===== src/rtl/ext_arb_pkg.sv =====
// rtl/ext_arb_pkg.sv - shared constants and index type for the external OBI arbiter.
package ext_arb_pkg;

    localparam int unsigned EXT_ARB_NMASTER   = 4;
    localparam int unsigned EXT_ARB_DEBUG_IDX = 2;

    typedef logic [$clog2(EXT_ARB_NMASTER)-1:0] arb_idx_t;

endpackage


===== src/rtl/obi_pkg.sv =====
// rtl/obi_pkg.sv - OBI request/response bus types.
package obi_pkg;

    typedef struct packed {
        logic        req;
        logic        we;
        logic [3:0]  be;
        logic [31:0] addr;
        logic [31:0] wdata;
    } obi_req_t;

    typedef struct packed {
        logic        gnt;
        logic        rvalid;
        logic [31:0] rdata;
    } obi_resp_t;

endpackage


===== src/rtl/ext_arb_idx_fifo.sv =====
// rtl/ext_arb_idx_fifo.sv - in-order FIFO of requester indices awaiting their response.
module ext_arb_idx_fifo
    import ext_arb_pkg::*;
#(
    parameter type         T     = arb_idx_t,
    parameter int unsigned DEPTH = 2
) (
    input  logic                           clk_i,
    input  logic                           rst_i,
    input  logic                           push_i,
    input  T                               data_i,
    input  logic                           pop_i,
    output logic                           full_o,
    output logic                           empty_o,
    output T                               head_o,
    output logic [$clog2(DEPTH+1)-1:0]     count_o
);

    localparam int unsigned PW = (DEPTH > 1) ? $clog2(DEPTH) : 1;
    localparam int unsigned CW = $clog2(DEPTH + 1);

    T                mem_q [DEPTH];
    logic [PW-1:0]   wr_ptr_q, wr_ptr_d;
    logic [PW-1:0]   rd_ptr_q, rd_ptr_d;
    logic [CW-1:0]   count_q, count_d;
    logic            do_push, do_pop;

    // Explicit wrap keeps DEPTH=1 (1-bit pointer, one slot) correct.
    function automatic logic [PW-1:0] ptr_next(input logic [PW-1:0] p);
        return (p == PW'(DEPTH - 1)) ? '0 : p + PW'(1);
    endfunction

    assign full_o  = (count_q == CW'(DEPTH));
    assign empty_o = (count_q == '0);
    assign head_o  = mem_q[rd_ptr_q];
    assign count_o = count_q;

    assign do_push = push_i && !full_o;
    assign do_pop  = pop_i && !empty_o;

    always_comb begin
        wr_ptr_d = do_push ? ptr_next(wr_ptr_q) : wr_ptr_q;
        rd_ptr_d = do_pop  ? ptr_next(rd_ptr_q) : rd_ptr_q;
        count_d  = count_q;
        case ({do_push, do_pop})
            2'b10:   count_d = count_q + CW'(1);
            2'b01:   count_d = count_q - CW'(1);
            default: count_d = count_q;
        endcase
    end

    always_ff @(posedge clk_i) begin
        if (rst_i) begin
            wr_ptr_q <= '0;
            rd_ptr_q <= '0;
            count_q  <= '0;
        end else begin
            wr_ptr_q <= wr_ptr_d;
            rd_ptr_q <= rd_ptr_d;
            count_q  <= count_d;
        end
    end

    always_ff @(posedge clk_i) begin
        if (do_push) begin
            mem_q[wr_ptr_q] <= data_i;
        end
    end

endmodule


===== src/rtl/ext_obi_rr_arbiter.sv =====
// rtl/ext_obi_rr_arbiter.sv - N-to-1 OBI arbiter: round-robin with optional fixed high
// priority, address-phase locking and in-order response routing.
module ext_obi_rr_arbiter
    import ext_arb_pkg::*;
    import obi_pkg::*;
#(
    parameter int unsigned NMASTER         = EXT_ARB_NMASTER,
    parameter int unsigned MAX_OUTSTANDING = 2,
    parameter int unsigned HIPRIO_EN       = 1,
    parameter int unsigned HIPRIO_IDX      = EXT_ARB_DEBUG_IDX
) (
    input  logic                                   clk_i,
    input  logic                                   rst_i,
    input  obi_req_t  [NMASTER-1:0]                master_req_i,
    output obi_resp_t [NMASTER-1:0]                master_resp_o,
    output obi_req_t                               slave_req_o,
    input  obi_resp_t                              slave_resp_i,
    output logic [$clog2(MAX_OUTSTANDING+1)-1:0]   outstanding_o,
    output logic                                   err_o
);

    localparam int unsigned IDX_W = $clog2(NMASTER);
    localparam logic [0:0]  IDLE   = 1'b0;
    localparam logic [0:0]  LOCKED = 1'b1;

    typedef logic [IDX_W-1:0] idx_t;

    logic [0:0]  state_q, state_d;
    idx_t        locked_idx_q, locked_idx_d;
    idx_t        rr_ptr_q, rr_ptr_d;
    logic        err_q, err_d;

    idx_t        sel;
    logic        sel_valid;
    logic        grant;
    logic        pop;
    logic        fifo_full, fifo_empty;
    idx_t        fifo_head;
    int unsigned cand;

    // A locked address phase wins over everything; otherwise a full FIFO blocks issue.
    always_comb begin
        sel       = '0;
        sel_valid = 1'b0;
        cand      = 0;
        if (state_q == LOCKED) begin
            sel       = locked_idx_q;
            sel_valid = master_req_i[locked_idx_q].req;
        end else if (!fifo_full) begin
            if (HIPRIO_EN != 0 && master_req_i[HIPRIO_IDX].req) begin
                sel       = idx_t'(HIPRIO_IDX);
                sel_valid = 1'b1;
            end else begin
                for (int unsigned k = 0; k < NMASTER; k++) begin
                    cand = int'(rr_ptr_q) + k;
                    if (cand >= NMASTER) begin
                        cand = cand - NMASTER;
                    end
                    if (!sel_valid && master_req_i[idx_t'(cand)].req) begin
                        sel       = idx_t'(cand);
                        sel_valid = 1'b1;
                    end
                end
            end
        end
    end

    assign grant = sel_valid && slave_resp_i.gnt;
    assign pop   = slave_resp_i.rvalid && !fifo_empty;

    always_comb begin
        slave_req_o   = '0;
        master_resp_o = '0;
        if (sel_valid) begin
            slave_req_o = master_req_i[sel];
        end
        if (grant) begin
            master_resp_o[sel].gnt = 1'b1;
        end
        if (pop) begin
            master_resp_o[fifo_head].rvalid = 1'b1;
            master_resp_o[fifo_head].rdata  = slave_resp_i.rdata;
        end
    end

    always_comb begin
        state_d      = state_q;
        locked_idx_d = locked_idx_q;
        rr_ptr_d     = rr_ptr_q;
        err_d        = err_q;
        if (grant) begin
            state_d  = IDLE;
            rr_ptr_d = (sel == idx_t'(NMASTER - 1)) ? '0 : sel + idx_t'(1);
        end else if (sel_valid) begin
            state_d      = LOCKED;
            locked_idx_d = sel;
        end else begin
            // Also covers a locked requester withdrawing its request before grant.
            state_d = IDLE;
        end
        if (slave_resp_i.rvalid && fifo_empty) begin
            err_d = 1'b1;
        end
    end

    always_ff @(posedge clk_i) begin
        if (rst_i) begin
            state_q      <= IDLE;
            locked_idx_q <= '0;
            rr_ptr_q     <= '0;
            err_q        <= 1'b0;
        end else begin
            state_q      <= state_d;
            locked_idx_q <= locked_idx_d;
            rr_ptr_q     <= rr_ptr_d;
            err_q        <= err_d;
        end
    end

    assign err_o = err_q;

    ext_arb_idx_fifo #(
        .T     (idx_t),
        .DEPTH (MAX_OUTSTANDING)
    ) u_idx_fifo (
        .clk_i   (clk_i),
        .rst_i   (rst_i),
        .push_i  (grant),
        .data_i  (sel),
        .pop_i   (pop),
        .full_o  (fifo_full),
        .empty_o (fifo_empty),
        .head_o  (fifo_head),
        .count_o (outstanding_o)
    );

endmodule


===== config.mk =====
export PLATFORM = sky130hd
export DESIGN_NAME = ext_obi_rr_arbiter
export DESIGN_NICKNAME = d
export VERILOG_FILES = /design/src/rtl/ext_arb_pkg.sv /design/src/rtl/obi_pkg.sv /design/src/rtl/ext_arb_idx_fifo.sv /design/src/rtl/ext_obi_rr_arbiter.sv
export SDC_FILE = /design/constraint.sdc
export NUM_CORES = 1
export LEC_CHECK = 0
export CORE_AREA = 2 2 206 208
export DETAILED_ROUTE_END_ITERATION = 6
export DIE_AREA = 0 0 208 210
export GPL_TIMING_DRIVEN = 0
export PLACE_DENSITY_LB_ADDON = 0.15
export SLEW_MARGIN = 40
export SYNTH_ARGS = -nofsm -noshare
export SYNTH_HDL_FRONTEND = slang
export SYNTH_HIERARCHICAL = 1
export SYNTH_SLANG_ARGS = --single-unit
export TNS_END_PERCENT = 5

===== constraint.sdc =====
create_clock -name clk_i -period 2.95 [get_ports clk_i]
set_input_delay 0.4425 -clock clk_i [delete_from_list [all_inputs] [get_ports clk_i]]
set_output_delay 0.4425 -clock clk_i [all_outputs]
set_load 0.03 [all_outputs]

After elaboration in Yosys (flattened, before gate mapping)
Memories as Yosys holds them, arrays and structs flattened. A register that Yosys moved wholly into a read port is not among the register bits.
Cells that the tools add are included.
{ "totals": {"register_bits": 10, "ram_bits": 4, "input_bits": 316, "output_inout_bits": 209, "memories": 1} }
{ "classes": {"n_addsub": 12, "order_cmp": 13, "n_eq_ne": 4, "n_mux": 71, "bitwise": 1, "reduce_logical": 19} }
{ "memory_table": {"columns": ["name", "depth", "width", "rd", "rd_clocked_by_memory_dff", "write_ports", "line_no", "rtl"], "rows": [
  ["u_idx_fifo.mem_q", 2, 2, 1, 1, 1, "ext_arb_idx_fifo.sv:22", "T mem_q [DEPTH];"]
]} }
{ "ops": {"columns": ["operator", "n"], "rows": [
  ["70-bit binary-select mux with 2-bit select", 6],
  ["70-bit two-way mux", 7],
  ["136-bit bitwise mux", 2],
  ["136-bit two-way mux", 2],
  ["34-bit demux with 2-bit select", 3],
  ["2-bit two-way mux", 24],
  ["34-bit two-way mux", 1],
  ["33-bit two-way mux", 1],
  ["32-bit two-way mux", 1],
  ["1-bit two-way mux", 23],
  ["2-bit by 3-bit less-than comparator with 1-bit output (second input constant)", 7],
  ["1-bit logical AND", 10],
  ["2-bit by 1-bit subtractor with 2-bit output (second input constant)", 5],
  ["3-bit greater-or-equal comparator (second input constant)", 3],
  ["2-bit by 2-bit adder with 3-bit output (second input constant)", 2],
  ["2-bit == test (second input constant)", 3],
  ["1-bit zero test", 5],
  ["2-bit by 1-bit adder with 2-bit output (second input constant)", 2],
  ["2-bit by 1-bit greater-or-equal comparator with 1-bit output (second input constant)", 2],
  ["2-bit case mux with 2 select lines", 1],
  ["2-bit by 1-bit adder with 3-bit output (second input constant)", 1],
  ["2-bit by 3-bit greater-or-equal comparator with 1-bit output (second input constant)", 1],
  ["1-bit adder (second input constant)", 2],
  ["2-bit by 1-bit == test with 1-bit output (second input constant)", 1],
  ["other kinds (5)", 5]
]} }

Depth between registers and ports, before layout
Gate-level depths: netlist of the first run.
{ "logic_depth": {"ltp_word": 37, "depth_mapped": 12, "depth_no_buf": 10} }

Hierarchy
The synthesis of the first run kept the hierarchy.
{ "by_module_without_submodules": {"columns": ["mod", "n_inst", "cells_each", "area_each_um2", "seq_area_each_um2"], "rows": [
  ["ext_obi_rr_arbiter", 1, 442, 3539.6, 120.1],
  ["ext_arb_idx_fifo", 1, 32, 366.6, 220.2]
]} }

Least setup slack after synthesis of the first run
No wires, ideal clock.
{ "synth_path": {"kind": "flip-flop to output port", "from": "reg u_idx_fifo.count_q[0], in the netlist u_idx_fifo/count_o[0]", "to": "out slave_req_o[32] in the netlist's numbering", "arrival_time_ns": 2.424, "required_ns": 2.508, "slack_ns": 0.084, "path_stages_with_launch": 11, "cell_sequence": "dfxtp_1 > nand2b_2 > inv_2 > nor2_2 > o311a_1 > a32oi_1 > buf_4 > buf_12 > buf_8 > mux2i_1 > o22ai_1"} }
{ "synth_lines": {"columns": ["element", "line_no", "rtl"], "rows": [
  ["start: declaration", "ext_arb_idx_fifo.sv:25", "logic [CW-1:0] count_q, count_d;"],
  ["start signal: assignment", "ext_arb_idx_fifo.sv:60", "count_q <= count_d;"],
  ["end: declaration", "ext_obi_rr_arbiter.sv:16", "output obi_req_t slave_req_o,"]
]} }

==> impl_metrics.json, run 1 <==
{
  "ant_nets": 0,
  "io_buffers": 524,
  "crit_slowest_cell": "dfxtp_1",
  "grtUsageTotal_pct": 13.7,
  "status": "complete, but fails checks",
  "yosysMostFrequentCell": "mux2i_1",
  "critPathRequiredTime_ps": 2510,
  "synth_adder_area_share_pct": 1.60,
  "max-cap-violations": 0,
  "period_minus_slack_ps": 2970,
  "ys_seq_area_share_pct": 8.71,
  "setup_tns_ps": -28.4,
  "syn_area_mm2": 0.00391,
  "routed_wl_mm": 32.0,
  "hold_violations": 0,
  "endpoint_kind": "output port",
  "clkSinkCount": 15,
  "vias": 5765,
  "die_h_um": 210,
  "placedCellCount": 1537,
  "synth_compound_area_share_pct": 14.6,
  "multi_input_area_mm2": 0.00333,
  "numCtsBuffers": 3,
  "synth_common_cells": "mux2i_1 (142), and2_1 (132), o22ai_1 (69), clkbuf_1 (24), dfxtp_1 (11)",
  "first_global_vias": 6103,
  "gp_congestion": 0.846,
  "powerDensity_mw_per_mm2": 462,
  "initial_core_util_pct": 9.42,
  "synth_nets": 795,
  "grt_overflow": 0,
  "synth_top_family_by_area": "multiplexers",
  "instances_no_fill": 1560,
  "fin_ws_ps": -18.3,
  "io-pin-count": 525,
  "timing.slew.headroom_pct": 60.7,
  "synth_edf_count": 4,
  "viasPerCell": 3.70,
  "wire_per_inst_um": 20.5,
  "arrival_ps": 2530,
  "yosysWarningCount": 6,
  "clock_path_buffers": 2,
  "synth-seq-cells": 15,
  "slew_viol_final": 0,
  "drtIter0Drc": 136,
  "synth_area_leaders": "mux2i_1 (36%), and2_1 (21%), o22ai_1 (11%)",
  "grt_antenna_before_repair": 8,
  "cts.htree.levels": 1,
  "firstDrtPassIters": 4,
  "cts_hold_buffers": 0,
  "dp_hpwl_mm": 28.5,
  "regArea_um2": 345,
  "path_max_fanout": 10,
  "synthXorXnorAreaFrac_pct": 0.673,
  "rows": 75,
  "grt_max_degree": 12,
  "async_flop_share_pct": 0,
  "p_total_uw": 4730,
  "max_freq_ghz": 0.337,
  "p_leak_uw": 0.00513,
  "violations": "setup timing",
  "cts-root-buf": "clkbuf_16",
  "finClkSkew_ps": 5.21,
  "coreArea_mm2": 0.0415,
  "grt_setup_unrepaired": "true",
  "grt_pass1_wl_mm": 43.8,
  "fin_nets": 1338,
  "yosysUniqueCellTypes": 45,
  "max_stage_delay_ps": 400,
  "crit_chain": "nor2b_4, o311a_1, a32oi_2, buf_6, buf_4, clkbuf_8, mux2i_1, o22ai_1, clkdlybuf4s15_2",
  "tightest_slew_ps": 587,
  "period_share_pct": 101,
  "synth_top_area_share_pct": 36.4,
  "design_area_mm2": 0.0103,
  "min_path_cells": 2,
  "netlist_instances": 474,
  "synth_flop_cell": "dfxtp_1",
  "synth.largest_area_cell": "mux2i_1",
  "synth-simple-area-share_pct": 26.0,
  "clk_pin_slew_worst_paths_ps": 50,
  "die_area_mm2": 0.0437,
  "avgSynthCellArea_um2": 8.24,
  "placed_area_mm2": 0.00983,
  "hold_class": "reg -> reg",
  "cts_tree": "built",
  "die_w_um": 208,
  "drive_gt1_share_pct": 17.8,
  "setup_viol": 3,
  "muxShareOfSynthArea_pct": 37.5,
  "place_ws_ps": -1130,
  "syn2layout_area_growth_pct": 162,
  "crit_type": "reg -> out",
  "drc_errors": 0,
  "worstRegToRegCells": 9,
  "vdd_drop_max_mv": 0.206,
  "crit_path_start_kind": "register",
  "fillers": 4644,
  "clock_latency_ps": 250
}
-- power by group --
group / switching (µW) / internal [µW] / total [µW]
logic: 2320 / 1830 / 4150
clock network: 88.1 / 183 / 271
registers: 47.3 / 269 / 316
-- registers in the layout, indices dropped and copies added (netlist names), named ones only --
register and count:
u_idx_fifo/mem_q 4, err_o 1, state_q 1, rr_ptr_q 2, u_idx_fifo/count_o 2, locked_idx_q 2, u_idx_fifo/wr_ptr_q 1, u_idx_fifo/rd_ptr_q 1
-- cells by family (layout without fill, tap and decap cells) --
logic type | count (synthesis) | after routing
and+or+nand+nor | 166 | 166
DFF | 15 | 15
muxes | 145 | 145
other | 0 | 5
buffers and inverters | 52 | 594
AOI/OAI and AO/OA | 88 | 88
xor gates and xnor gates | 3 | 3
adders and majority gates | 5 | 5
-- worst max-delay path, delay by kind of cell (launching register included) --
| family | cells | cell delay (ps) |
|---|---|---|
| DFF | 1 | 400 |
| muxes | 1 | 310 |
| AOI/OAI and AO/OA | 3 | 670 |
| buffers and inverters | 4 | 820 |
| and+or+nand+nor | 1 | 70 |
-- cell usage in the layout, fill, tap and decap left out, types with 6 or more instances in the layout --
cell	n
and2_1	129
buf_12	15
buf_2	12
buf_4	15
buf_6	6
clkbuf_2	23
clkdlybuf4s15_2	51
clkdlybuf4s50_1	324
dfxtp_1	9
dlygate4sd2_1	117
mux2i_1	126
mux2i_2	10
mux2i_4	6
nand2_1	6
nor2_1	9
o22ai_1	67
-- path summary, 6_finish.rpt --
| check | endpoint | slack, ps | startpoint |
|---|---|---|---|
| max reg2reg | u_idx_fifo/count_o[1]$_SDFFE_PP0P_ | 440 | locked_idx_q[0]$_SDFFE_PP0P_ |
| max | slave_req_o[16] | -20 | rr_ptr_q[0]$_SDFFE_PP0P_ |
| min | err_o$_SDFFE_PP0P_ | 470 | err_o$_SDFFE_PP0P_ |
| min reg2reg | err_o$_SDFFE_PP0P_ | 470 | err_o$_SDFFE_PP0P_ |
-- timing repair --
action                     CTS  global route
pin swaps                    4             0
hold endpoints to repair     0             0
gates resized for setup    468            36
buffers inserted            11             1
cloned                       2             0
setup endpoints to repair  206            77
-- per-layer routing --
metal	track usage [%]	share of wire, %	vias to the layer above
li1	-	-	2812
met1	11.9	32	2585
met2	28.8	56	332
met3	5.01	9.7	28
met4	3.69	2.3	8
met5	0	0.15	-
-- through the flow --
step / hold WS, ps / utilization [%]
CTS: 481 / 24.6
detailed placement: 467 / 23.7
floorplan: 452 / -
global route: 507 / 24.7
finish: 473 / 24.7
global placement: 462 / 23.7
-- cell type report --
type | instances | area share (%)
Timing Repair Buffer | 538 | 51.9
Buffer | 45 | 4.46
Inverter | 7 | 0.305
Antenna cell | 5 | 0.122
Clock inverter | 1 | 0.0732
Tap cell | 539 | 6.58
Sequential cell | 15 | 3.37
Multi-Input combinational cell | 407 | 32.5
Clock buffer | 3 | 0.732
Power figures use the tool's default switching activity.
==> run 2, diff against run 1 <==
--- a/config.mk
+++ b/config.mk
@@ -9,6 +9,7 @@
 export DETAILED_ROUTE_END_ITERATION = 6
 export DIE_AREA = 0 0 208 210
 export GPL_TIMING_DRIVEN = 0
+export MAX_ROUTING_LAYER = met4
 export PLACE_DENSITY_LB_ADDON = 0.15
 export SLEW_MARGIN = 40
 export SYNTH_ARGS = -nofsm -noshare
==> run 2 against run 1 <==
  * The flow still finishes with violations (setup timing)
  * Die area did not move
  * Final cell count up 0.32%
  * Core utilization about the same
  * Clock skew shrank 0.55 ps
  * Design area up 0.16%
  * Via count barely moved
  * First-iteration DRC count up 5.1%
  * Fmax fell by 0.14%
  * Critical path depth grew 2
  * Count of clock-buffer cells in the layout unchanged
  * Total power is essentially flat
  * Hold slack did not move
  * Critical path type unchanged
==> impl_metrics.json, run 2 (same netlist as run 1, synthesis figures left out) <==
{
  "first_global_vias": 6126,
  "clkSinkCount": 15,
  "hold_class": "reg -> reg",
  "setup_viol": 2,
  "io_buffers": 524,
  "path_max_fanout": 10,
  "arrival_ps": 2530,
  "clkPwrFrac_pct": 5.7,
  "regMostFlops": "u_idx_fifo/mem_q",
  "die_w_um": 208,
  "crit_type": "reg -> out",
  "violations": "setup timing",
  "grt_pass1_wl_mm": 43.7,
  "max_freq_ghz": 0.336,
  "period_minus_slack_ps": 2970,
  "grtUsageTotal_pct": 14.1,
  "critPathRequiredTime_ps": 2510,
  "grt_max_degree": 12,
  "gp_congestion": 0.860,
  "clock_path_buffers": 2,
  "drc_errors": 0,
  "pwr-share-seq_pct": 6.7,
  "clk_pin_slew_worst_paths_ps": 50,
  "tightest_slew_ps": 595,
  "multi_input_area_mm2": 0.00333,
  "numCtsBuffers": 3,
  "fillers": 4639,
  "clock_latency_ps": 250,
  "p_total_uw": 4740,
  "vias": 5769,
  "coreArea_mm2": 0.0415,
  "final_common_cell": "clkdlybuf4s50_1",
  "p_int_uw": 2280,
  "dp_hpwl_mm": 28.5,
  "p_sw_share_pct": 51.8,
  "io-pin-count": 525,
  "wire_per_inst_um": 20.4,
  "grt_antenna_before_repair": 8,
  "p_leak_uw": 0.00513,
  "rows": 75,
  "fin_ws_ps": -22.6,
  "largest_reg_flops": 4,
  "slew_viol_final": 0,
  "period_share_pct": 101,
  "cts_tree": "built",
  "die_area_mm2": 0.0437,
  "routed_wl_mm": 32.0,
  "firstDrtPassIters": 4,
  "fin_nets": 1338,
  "drtIter0Drc": 143,
  "timing.hold.ws_ps": 473,
  "drive_gt1_share_pct": 17.9,
  "syn2layout_area_growth_pct": 163,
  "crit_path_start_kind": "register",
  "final_cell_mix": "clkdlybuf4s50_1 (324), and2_1 (129), mux2i_1 (125)",
  "switchingPower_uw": 2450,
  "timing.slew.headroom_pct": 60.2,
  "cts-root-buf": "clkbuf_16",
  "max-cap-violations": 0,
  "status": "complete, but fails checks",
  "hold_violations": 0,
  "initial_core_util_pct": 9.42,
  "ant_nets": 0,
  "die_h_um": 210,
  "finClkSkew_ps": 4.66,
  "cts_hold_buffers": 0,
  "grt_overflow": 0,
  "regArea_um2": 345,
  "grt_setup_unrepaired": "true",
  "p_comb_share_pct": 87.6,
  "vdd_drop_max_mv": 0.204,
  "viasPerCell": 3.69,
  "powerDensity_mw_per_mm2": 461,
  "endpoint_kind": "output port",
  "cts.htree.levels": 1
}
## run 2: area by class of cell
class                           count  area share [%]
Tap cell                          539            6.57
Sequential cell                    15            3.36
Buffer                             45            4.45
Clock inverter                      1          0.0731
Clock buffer                        3           0.731
Inverter                            7           0.305
Multi-Input combinational cell    407            32.5
Antenna cell                       10           0.244
Timing Repair Buffer              538            51.8
## run 2: final timing paths
check | to | slack, ps | start | depth (start not counted)
hold / removal | err_o$_SDFFE_PP0P_ | 470 | err_o$_SDFFE_PP0P_ | 2
hold reg to reg | err_o$_SDFFE_PP0P_ | 470 | err_o$_SDFFE_PP0P_ | 2
setup reg to reg | u_idx_fifo/count_o[1]$_SDFFE_PP0P_ | 430 | locked_idx_q[0]$_SDFFE_PP0P_ | 9
setup / recovery | slave_req_o[16] | -20 | u_idx_fifo/count_o[0]$_SDFFE_PP0P_ | 11
## run 2: worst max-delay path, stage by stage (launching register included)
cell and delay [ps]:
dfxtp_4 360, nand2b_4 160, inv_4 90, nor2_4 40
o311a_1 150, a32oi_2 230, buf_6 180, buf_4 120
clkbuf_8 190, mux2i_1 320, o22ai_1 120, clkdlybuf4s15_2 310
## run 2: power groups by stage
stage	registers (µW)	logic, µW	clock network, µW
floorplan	329	2210	0
global placement	312	4150	0
detailed placement	311	4140	0
CTS	314	4210	277
global route	325	4380	288
finish	316	4150	270
## run 2: through the flow
stage          worst slack (ps)  TNS (ps)  instances  util, %  cell area [µm²]
2_1_floorplan              83.8         0        474        -             3910
3_3_place_gp              -1370   -163010       1537     23.7             9830
3_5_place_dp              -1130   -146800       1537     23.7             9830
4_1_cts                    -125      -355       1554     24.6            10200
5_1_grt                    -140     -4330       1563     24.7            10300
6_report                  -22.6     -32.2       1565     24.8            10300
## run 2: routing by layer
layer	vias to the layer above	track usage, %	part of all wire (%)
met4	0	3.69	2.6
met2	340	28.7	56
met3	22	4.62	9.3
met5	-	-	0
met1	2587	12.1	32
li1	2820	-	-
## run 2: repair_timing
item / 4_1_cts / 5_1_grt
buffers inserted: 11 / 1
gates cloned: 2 / 0
pin swaps: 4 / 0
setup endpoints to repair: 206 / 77
gates resized for setup: 468 / 37
==> run 3, diff against run 2 <==
--- a/config.mk
+++ b/config.mk
@@ -9,7 +9,6 @@
 export DETAILED_ROUTE_END_ITERATION = 6
 export DIE_AREA = 0 0 208 210
 export GPL_TIMING_DRIVEN = 0
-export MAX_ROUTING_LAYER = met4
 export PLACE_DENSITY_LB_ADDON = 0.15
 export SLEW_MARGIN = 40
 export SYNTH_ARGS = -nofsm -noshare
==> results of run 3 <==
Same layout as run 1: the final DEF is identical, and so are final timing and power.
